## src/rtl/insn_encoder_pkg.sv

```systemverilog
// Shared core package: encoder request kinds, error codes, ALU ops,
// tiny16 opcode constants and the packer result bundle.
// Optional feature macro: INSN_ENC_LI16_EN (two-word LI for imm > 255).
package insn_encoder_pkg;

    typedef enum logic [2:0] {
        ENC_ALU = 3'd0,
        ENC_LI  = 3'd1,
        ENC_LDR = 3'd2,
        ENC_STR = 3'd3,
        ENC_BR  = 3'd4
    } enc_kind_t;

    typedef enum logic [1:0] {
        ERR_NONE  = 2'd0,
        ERR_OP    = 2'd1,
        ERR_RANGE = 2'd2
    } enc_err_t;

    typedef enum logic [2:0] {
        ALU_ADD = 3'd0,
        ALU_SUB = 3'd1,
        ALU_AND = 3'd2,
        ALU_OR  = 3'd3,
        ALU_XOR = 3'd4
    } alu_op_t;

    localparam logic [3:0] OP_LDLI = 4'hA;
    localparam logic [3:0] OP_LDUI = 4'hB;
    localparam logic [3:0] OP_LDR  = 4'hC;
    localparam logic [3:0] OP_STR  = 4'hD;
    localparam logic [3:0] OP_B    = 4'hE;

`ifdef INSN_ENC_LI16_EN
    typedef enum logic {
        ST_IDLE    = 1'b0,
        ST_EMIT_HI = 1'b1
    } enc_state_t;
`else
    typedef enum logic {
        ST_IDLE = 1'b0
    } enc_state_t;
`endif

    // Result of packing one request: first word, optional
    // second word, and the error verdict.
    typedef struct packed {
        logic [15:0] lo;
`ifdef INSN_ENC_LI16_EN
        logic [15:0] hi;
        logic        two;
`endif
        logic        err;
        enc_err_t    code;
    } pack_res_t;

endpackage

```

## src/rtl/insn_word_pack.sv

```systemverilog
// Combinational packer: turns one micro-op request into tiny16 word(s)
// plus op/range error. Ports: request fields, addr of word -> res.
// Optional feature macro: INSN_ENC_LI16_EN (two-word LI).
module insn_word_pack
    import insn_encoder_pkg::*;
(
    input  logic [2:0]  kind,
    input  logic [2:0]  alu_op,
    input  logic        use_imm,
    input  logic [3:0]  rd,
    input  logic [3:0]  rs1,
    input  logic [3:0]  rs2,
    input  logic [15:0] imm,
    input  logic [3:0]  cond,
    input  logic [15:0] target,
    input  logic [15:0] addr,
    output pack_res_t   res
);

    logic [15:0] off;
    logic        off_bad;

    // Branch offset is relative to the word after the branch;
    // it must fit a signed byte and be halfword aligned.
    always_comb begin
        off     = target - (addr + 16'd2);
        off_bad = off[0] ||
                  !((off[15:7] == 9'h000) || (off[15:7] == 9'h1FF));
    end

    always_comb begin
        res      = '0;
        res.code = ERR_NONE;
        unique case (kind)
            ENC_ALU: begin
                if (alu_op > ALU_XOR) begin
                    res.err  = 1'b1;
                    res.code = ERR_OP;
                end else if (use_imm && (imm > 16'd15)) begin
                    res.err  = 1'b1;
                    res.code = ERR_RANGE;
                end else begin
                    res.lo = {alu_op, ~use_imm, rd, rs1,
                              use_imm ? imm[3:0] : rs2};
                end
            end
            ENC_LI: begin
                res.lo = {OP_LDLI, rd, imm[7:0]};
                if (imm[15:8] != 8'h00) begin
`ifdef INSN_ENC_LI16_EN
                    res.hi  = {OP_LDUI, rd, imm[15:8]};
                    res.two = 1'b1;
`else
                    res.err  = 1'b1;
                    res.code = ERR_RANGE;
`endif
                end
            end
            ENC_LDR, ENC_STR: begin
                if (imm > 16'd15) begin
                    res.err  = 1'b1;
                    res.code = ERR_RANGE;
                end else begin
                    res.lo = {(kind == ENC_LDR) ? OP_LDR : OP_STR,
                              rd, rs1, imm[3:0]};
                end
            end
            ENC_BR: begin
                if (off_bad) begin
                    res.err  = 1'b1;
                    res.code = ERR_RANGE;
                end else begin
                    res.lo = {OP_B, cond, off[7:0]};
                end
            end
            default: begin
                res.err  = 1'b1;
                res.code = ERR_OP;
            end
        endcase
    end

endmodule

```

## src/rtl/insn_encoder.sv

```systemverilog
// Instruction encoder: packs micro-op requests into tiny16 words and
// streams them to a memory write port at auto-incrementing addresses.
// Ports: clk/rst_n, start/start_addr, req_* (valid/ready request),
//   w_* (valid/ready write port), addr (next free), err/err_code (sticky).
// Optional feature macro: INSN_ENC_LI16_EN (LI imm > 255 -> two words).
module insn_encoder
    import insn_encoder_pkg::*;
#(
    parameter logic [15:0] RESET_ADDR = 16'h0000
) (
    input  logic        clk,
    input  logic        rst_n,
    input  logic        start,
    input  logic [15:0] start_addr,
    input  logic        req_valid,
    output logic        req_ready,
    input  logic [2:0]  req_kind,
    input  logic [2:0]  req_alu_op,
    input  logic        req_use_imm,
    input  logic [3:0]  req_rd,
    input  logic [3:0]  req_rs1,
    input  logic [3:0]  req_rs2,
    input  logic [15:0] req_imm,
    input  logic [3:0]  req_cond,
    input  logic [15:0] req_target,
    output logic        w_valid,
    input  logic        w_ready,
    output logic [15:0] w_addr,
    output logic [15:0] w_data,
    output logic [15:0] addr,
    output logic        err,
    output logic [1:0]  err_code
);

    enc_state_t state;
    enc_state_t state_nx;
    pack_res_t  pk;
    logic       fire;
    logic       slot_free;
`ifdef INSN_ENC_LI16_EN
    logic [15:0] hi_q;
    logic        load_hi;
`endif

    insn_word_pack u_pack (
        .kind    (req_kind),
        .alu_op  (req_alu_op),
        .use_imm (req_use_imm),
        .rd      (req_rd),
        .rs1     (req_rs1),
        .rs2     (req_rs2),
        .imm     (req_imm),
        .cond    (req_cond),
        .target  (req_target),
        .addr    (addr),
        .res     (pk)
    );

    // Output register can take a new word this cycle.
    assign slot_free = !w_valid || w_ready;
    assign req_ready = (state == ST_IDLE) && slot_free && !start;
    assign fire      = req_valid && req_ready;

`ifdef INSN_ENC_LI16_EN
    assign load_hi = (state == ST_EMIT_HI) && slot_free && !start;
`endif

    always_comb begin
        state_nx = state;
`ifdef INSN_ENC_LI16_EN
        unique case (state)
            ST_IDLE:
                if (fire && !pk.err && pk.two)
                    state_nx = ST_EMIT_HI;
            ST_EMIT_HI:
                if (load_hi)
                    state_nx = ST_IDLE;
            default: state_nx = ST_IDLE;
        endcase
`endif
        if (start)
            state_nx = ST_IDLE;
    end

    always_ff @(posedge clk or negedge rst_n) begin
        if (!rst_n)
            state <= ST_IDLE;
        else
            state <= state_nx;
    end

    always_ff @(posedge clk or negedge rst_n) begin
        if (!rst_n) begin
            w_valid  <= 1'b0;
            w_addr   <= 16'h0000;
            w_data   <= 16'h0000;
            addr     <= RESET_ADDR;
            err      <= 1'b0;
            err_code <= ERR_NONE;
`ifdef INSN_ENC_LI16_EN
            hi_q     <= 16'h0000;
`endif
        end else if (start) begin
            w_valid  <= 1'b0;
            addr     <= start_addr & 16'hFFFE;
            err      <= 1'b0;
            err_code <= ERR_NONE;
        end else begin
            if (w_valid && w_ready)
                w_valid <= 1'b0;
            if (fire) begin
                if (pk.err) begin
                    // Only the first error since start is kept.
                    if (!err) begin
                        err      <= 1'b1;
                        err_code <= pk.code;
                    end
                end else begin
                    w_valid <= 1'b1;
                    w_addr  <= addr;
                    w_data  <= pk.lo;
                    addr    <= addr + 16'd2;
`ifdef INSN_ENC_LI16_EN
                    hi_q    <= pk.hi;
`endif
                end
            end
`ifdef INSN_ENC_LI16_EN
            if (load_hi) begin
                w_valid <= 1'b1;
                w_addr  <= addr;
                w_data  <= hi_q;
                addr    <= addr + 16'd2;
            end
`endif
        end
    end

endmodule
```

## config.mk

```make
export PLATFORM = sky130hd
export DESIGN_NAME = insn_encoder
export DESIGN_NICKNAME = d
export VERILOG_FILES = /design/src/rtl/insn_encoder_pkg.sv /design/src/rtl/insn_word_pack.sv /design/src/rtl/insn_encoder.sv
export SDC_FILE = /design/constraint.sdc
export NUM_CORES = 1
export LEC_CHECK = 0
export CAP_MARGIN = 5
export CELL_PAD_IN_SITES_DETAIL_PLACEMENT = 1
export CELL_PAD_IN_SITES_GLOBAL_PLACEMENT = 1
export CORE_MARGIN = 2
export CORE_UTILIZATION = 37
export DETAILED_ROUTE_END_ITERATION = 8
export PLACE_DENSITY = 0.88
export SYNTH_ARGS = -nofsm -noshare
export SYNTH_HDL_FRONTEND = slang
export SYNTH_HIERARCHICAL = 1
export SYNTH_SLANG_ARGS = --single-unit
```

## constraint.sdc

```tcl
create_clock -name clk -period 6.8 [get_ports clk]
set_input_delay 0.68 -clock clk [delete_from_list [all_inputs] [get_ports clk]]
set_output_delay 0.68 -clock clk [all_outputs]
set_load 0.05 [all_outputs]
```

==> qor.log <==
[grt] wire length of the first global-routing pass 20.7 mm
[clocking] number of gates resized after CTS 0
[timing] slew at the pin closest to its max-slew limit 0.799 ns
[grt] via count of the first global-routing pass 4,153
[timing] hold violation total from the final report 0
[synthesis] leading cell types by count after synthesis dfrtp_1 (50), inv_1 (47), nand2_1 (45), mux2_2 (31), ha_1 (30)
[die] die outline height 105 um
[grt] global-route congestion overflow total 0
[timing] smallest hold slack 0.474 ns
[synthesis] Syn. warnings 6
[setup_path] required time worst endpoint 7.06 ns
[synthesis] most used flip-flop cell after synthesis dfrtp_1
[cells_and_area] fin util 53.6%
[die] starting utilization of the core area 38.5%
[detailed_routing] Via-to-Cell Ratio 5.40
[synthesis] Syn Inst Count 429
[grt] grt met1 use 26.9%
[setup_path] Setup crit start kind input port
[die] Cell Rows 36
[grt] total routing usage reported by global routing 23.1%
[pwr] leakage dissipation 2.26 nW
[cells_and_area] share of final-layout standard cells stronger than drive strength 1 11.2%
[grt] most congested layer reported by global routing met2
[timing] setup repair after global routing missed its margin false
[clocking] number of buffers created by CTS 5
[detailed_routing] via count 3,699
[grt] global routing met2 resource utilization 43.8%
[synthesis] flip-flop and latch count after synthesis 50
[die] Die X 105 um
[setup_path] CP arrival 5.90 ns
[timing] setup TNS 0 ns
[timing] final slew viol count 0
[cells_and_area] antenna diode count 0
[detailed_routing] Wirelength per Cell 18.7 um
[synthesis] average cell area after synthesis 8.85 um2
[clocking] quantity of hold-fixing buffers added after cts 0
[setup_path] CP endpoint kind flip-flop
[clocking] maximum level of the CTS H-tree 2
[placed_design] Final GP Congestion 0.815
[run_status] outcome finished clean
[timing] setup violators final 0
[detailed_routing] first-iteration detailed-routing DRC count 106
[clocking] worst-case clock buffer depth 2
[clocking] Root Driver clkbuf_8
[timing] Tcrit/Tclk final 82.9%
[placed_design] pre-CTS worst setup slack 0.897 ns
[pwr] Power, Total 0.00125 W
[detailed_routing] routed wire length 12.8 mm
[synthesis] sequential fraction of the synthesis area 32.9%
[grt] maximum number of pins on one net before global-route repair 51
[die] area of the placeable core 0.00986 mm2
[timing] post-route clock skew 0.0159 ns
[clocking] clock-pin slew of the registers on the worst-case setup and hold paths 0.11 ns
[clocking] clock network latency to the later pin of the worst-skew pair 0.32 ns
[synthesis] synth top area cells dfrtp_1 (33%), ha_1 (9.9%), mux2_2 (9.2%), inv_1 (4.6%), nand2_1 (4.4%)
[timing] minimum clock period after layout 5.64 ns
[die] number of primary I/O pins 129
[synthesis] library cell with the highest instance count after synthesis dfrtp_1
[grt] antenna violations before repair 0
[die] die area 0.0111 mm2
[cells_and_area] Net count, final 658
[timing] Slew Limit Headroom 46.6%
[placed_design] post-detailed-placement half-perimeter wirelength 9.87 mm
[flow_run] max cap viols 0
[synthesis] Yosys cell types 58
[detailed_routing] Detail Route Antenna Nets 0
[synthesis] count of flip-flops with a built-in enable after synthesis 0
[timing] Peak Freq 0.177 GHz
[synthesis] post-synthesis cell area 0.00380 mm2
[pwr] power density relative to cell area 237 mW/mm2
[placed_design] number of buffers added on ports 125
[setup_path] highest net fanout along the worst path 16
[synthesis] async set-or-reset flop fraction in the synthesized netlist 100%
[synthesis] library cell occupying the most area in the post-synthesis netlist dfrtp_1
[synthesis] Yosys top cell area share 32.9%
[clocking] number of setup buffers added after CTS 0
[detailed_routing] detailed-routing iteration count for the pre-antenna-repair pass 5
[clocking] number of sinks handled by clock tree synthesis 50
[detailed_routing] total DRC errors in the routed layout 0
[pwr] maximum vdd drop 0.000124 V
[clocking] CTS tree done
[hold_path] Hold Crit Class in -> async
[grt] routing usage on met3 4.08%
[cells_and_area] fill count 1,145
[timing] final critical-path setup slack 1.16 ns
[cells_and_area] Area growth, synth to finish 39.2%
[setup_path] start-to-end type of the worst setup path in -> reg
## state kept, by name, summed over array words and instances, names as in the netlist
signal    count
err           1
addr         15
w_addr       15
err_code      2
w_data       16
w_valid       1
## critical path, cell delays in order
cell and delay [ns]:
clkdlybuf4s50_1 0.47, inv_1 0.06, ha_1 0.27, inv_1 0.05, ha_1 0.24, fa_1 0.44
a211oi_1 0.28, o21ai_2 0.13, a21oi_2 0.23, a21o_1 0.18, xor2_1 0.18, nand4_1 0.11
o41a_1 0.32, buf_4 0.22, a211o_1 0.36, nand2b_1 0.39, or3_1 0.57, or4_1 0.54
a31oi_1 0.17
## per-layer routing
layer,part of all wire (%),vias to the layer above
met5,0,-
met4,0.95,0
met3,4.1,11
met2,53,77
met1,42,1836
li1,-,1775
## path summary, 6_finish.rpt
kind                                    start         to  slack [ns]  cells past startpoint
worst max-delay path            req_target[1]   addr[14]        1.16                     19
worst max register to register        addr[1]   addr[14]        1.51                     17
worst min register to register      w_data[7]  w_data[7]        0.51                      1
worst min-delay path                    rst_n   addr[13]        0.47                      2
min in group clk                    w_data[7]  w_data[7]        0.51                      1
max in group asynchronous               rst_n  w_data[4]        5.88                      2
## cell type report
type	count	area, um2	area share [%]
Sequential cell	50	1250	23.7
Inverter	47	176	3.34
Timing Repair Buffer	130	1280	24.3
Clock inverter	3	43.8	0.828
Multi-Input combinational cell	317	2300	43.4
Clock buffer	5	68.8	1.30
Tap cell	133	166	3.15
## cells by family (layout without fill, tap and decap cells)
group                      after synthesis  in the layout  share of synthesized area, %
xor gates and xnor gates                18             18                          4.15
buffers and inverters                   64            185                          6.95
AOI/OAI and AO/OA                      104            104                          18.7
adders and majority gates               31             31                          10.4
DFF                                     50             50                          32.9
muxes                                   35             35                          10.2
and+or+nand+nor                        126            126                          16.5
other                                    1              3                        0.0987
## power by group
| group | switching [W] | internal, W |
|---|---|---|
| Sequential | 0.0000418 | 0.000345 |
| Clock | 0.000114 | 0.000111 |
| Combinational | 0.000393 | 0.000250 |
## placed cells by master (no fill, tap or decap), types with 9 or more instances in the layout
| cell type | netlist | routed |
|---|---|---|
| o31ai_1 | 9 | 9 |
| o21ai_0 | 19 | 19 |
| nor2_1 | 23 | 23 |
| xnor2_1 | 10 | 10 |
| clkdlybuf4s50_1 | 0 | 124 |
| a21oi_1 | 19 | 19 |
| ha_1 | 30 | 30 |
| mux2_2 | 31 | 31 |
| inv_1 | 47 | 47 |
| nand2_1 | 45 | 45 |
| dfrtp_1 | 50 | 50 |
| nor4_1 | 10 | 10 |
## through the flow
step / instances / cell area (um2)
after floorplan: 431 / 3810
after global placement: 677 / 5170
after detailed placement: 677 / 5170
after CTS: 685 / 5290
after global routing: 685 / 5290
final: 685 / 5290
No activity file was read; power rests on OpenSTA's default activity.
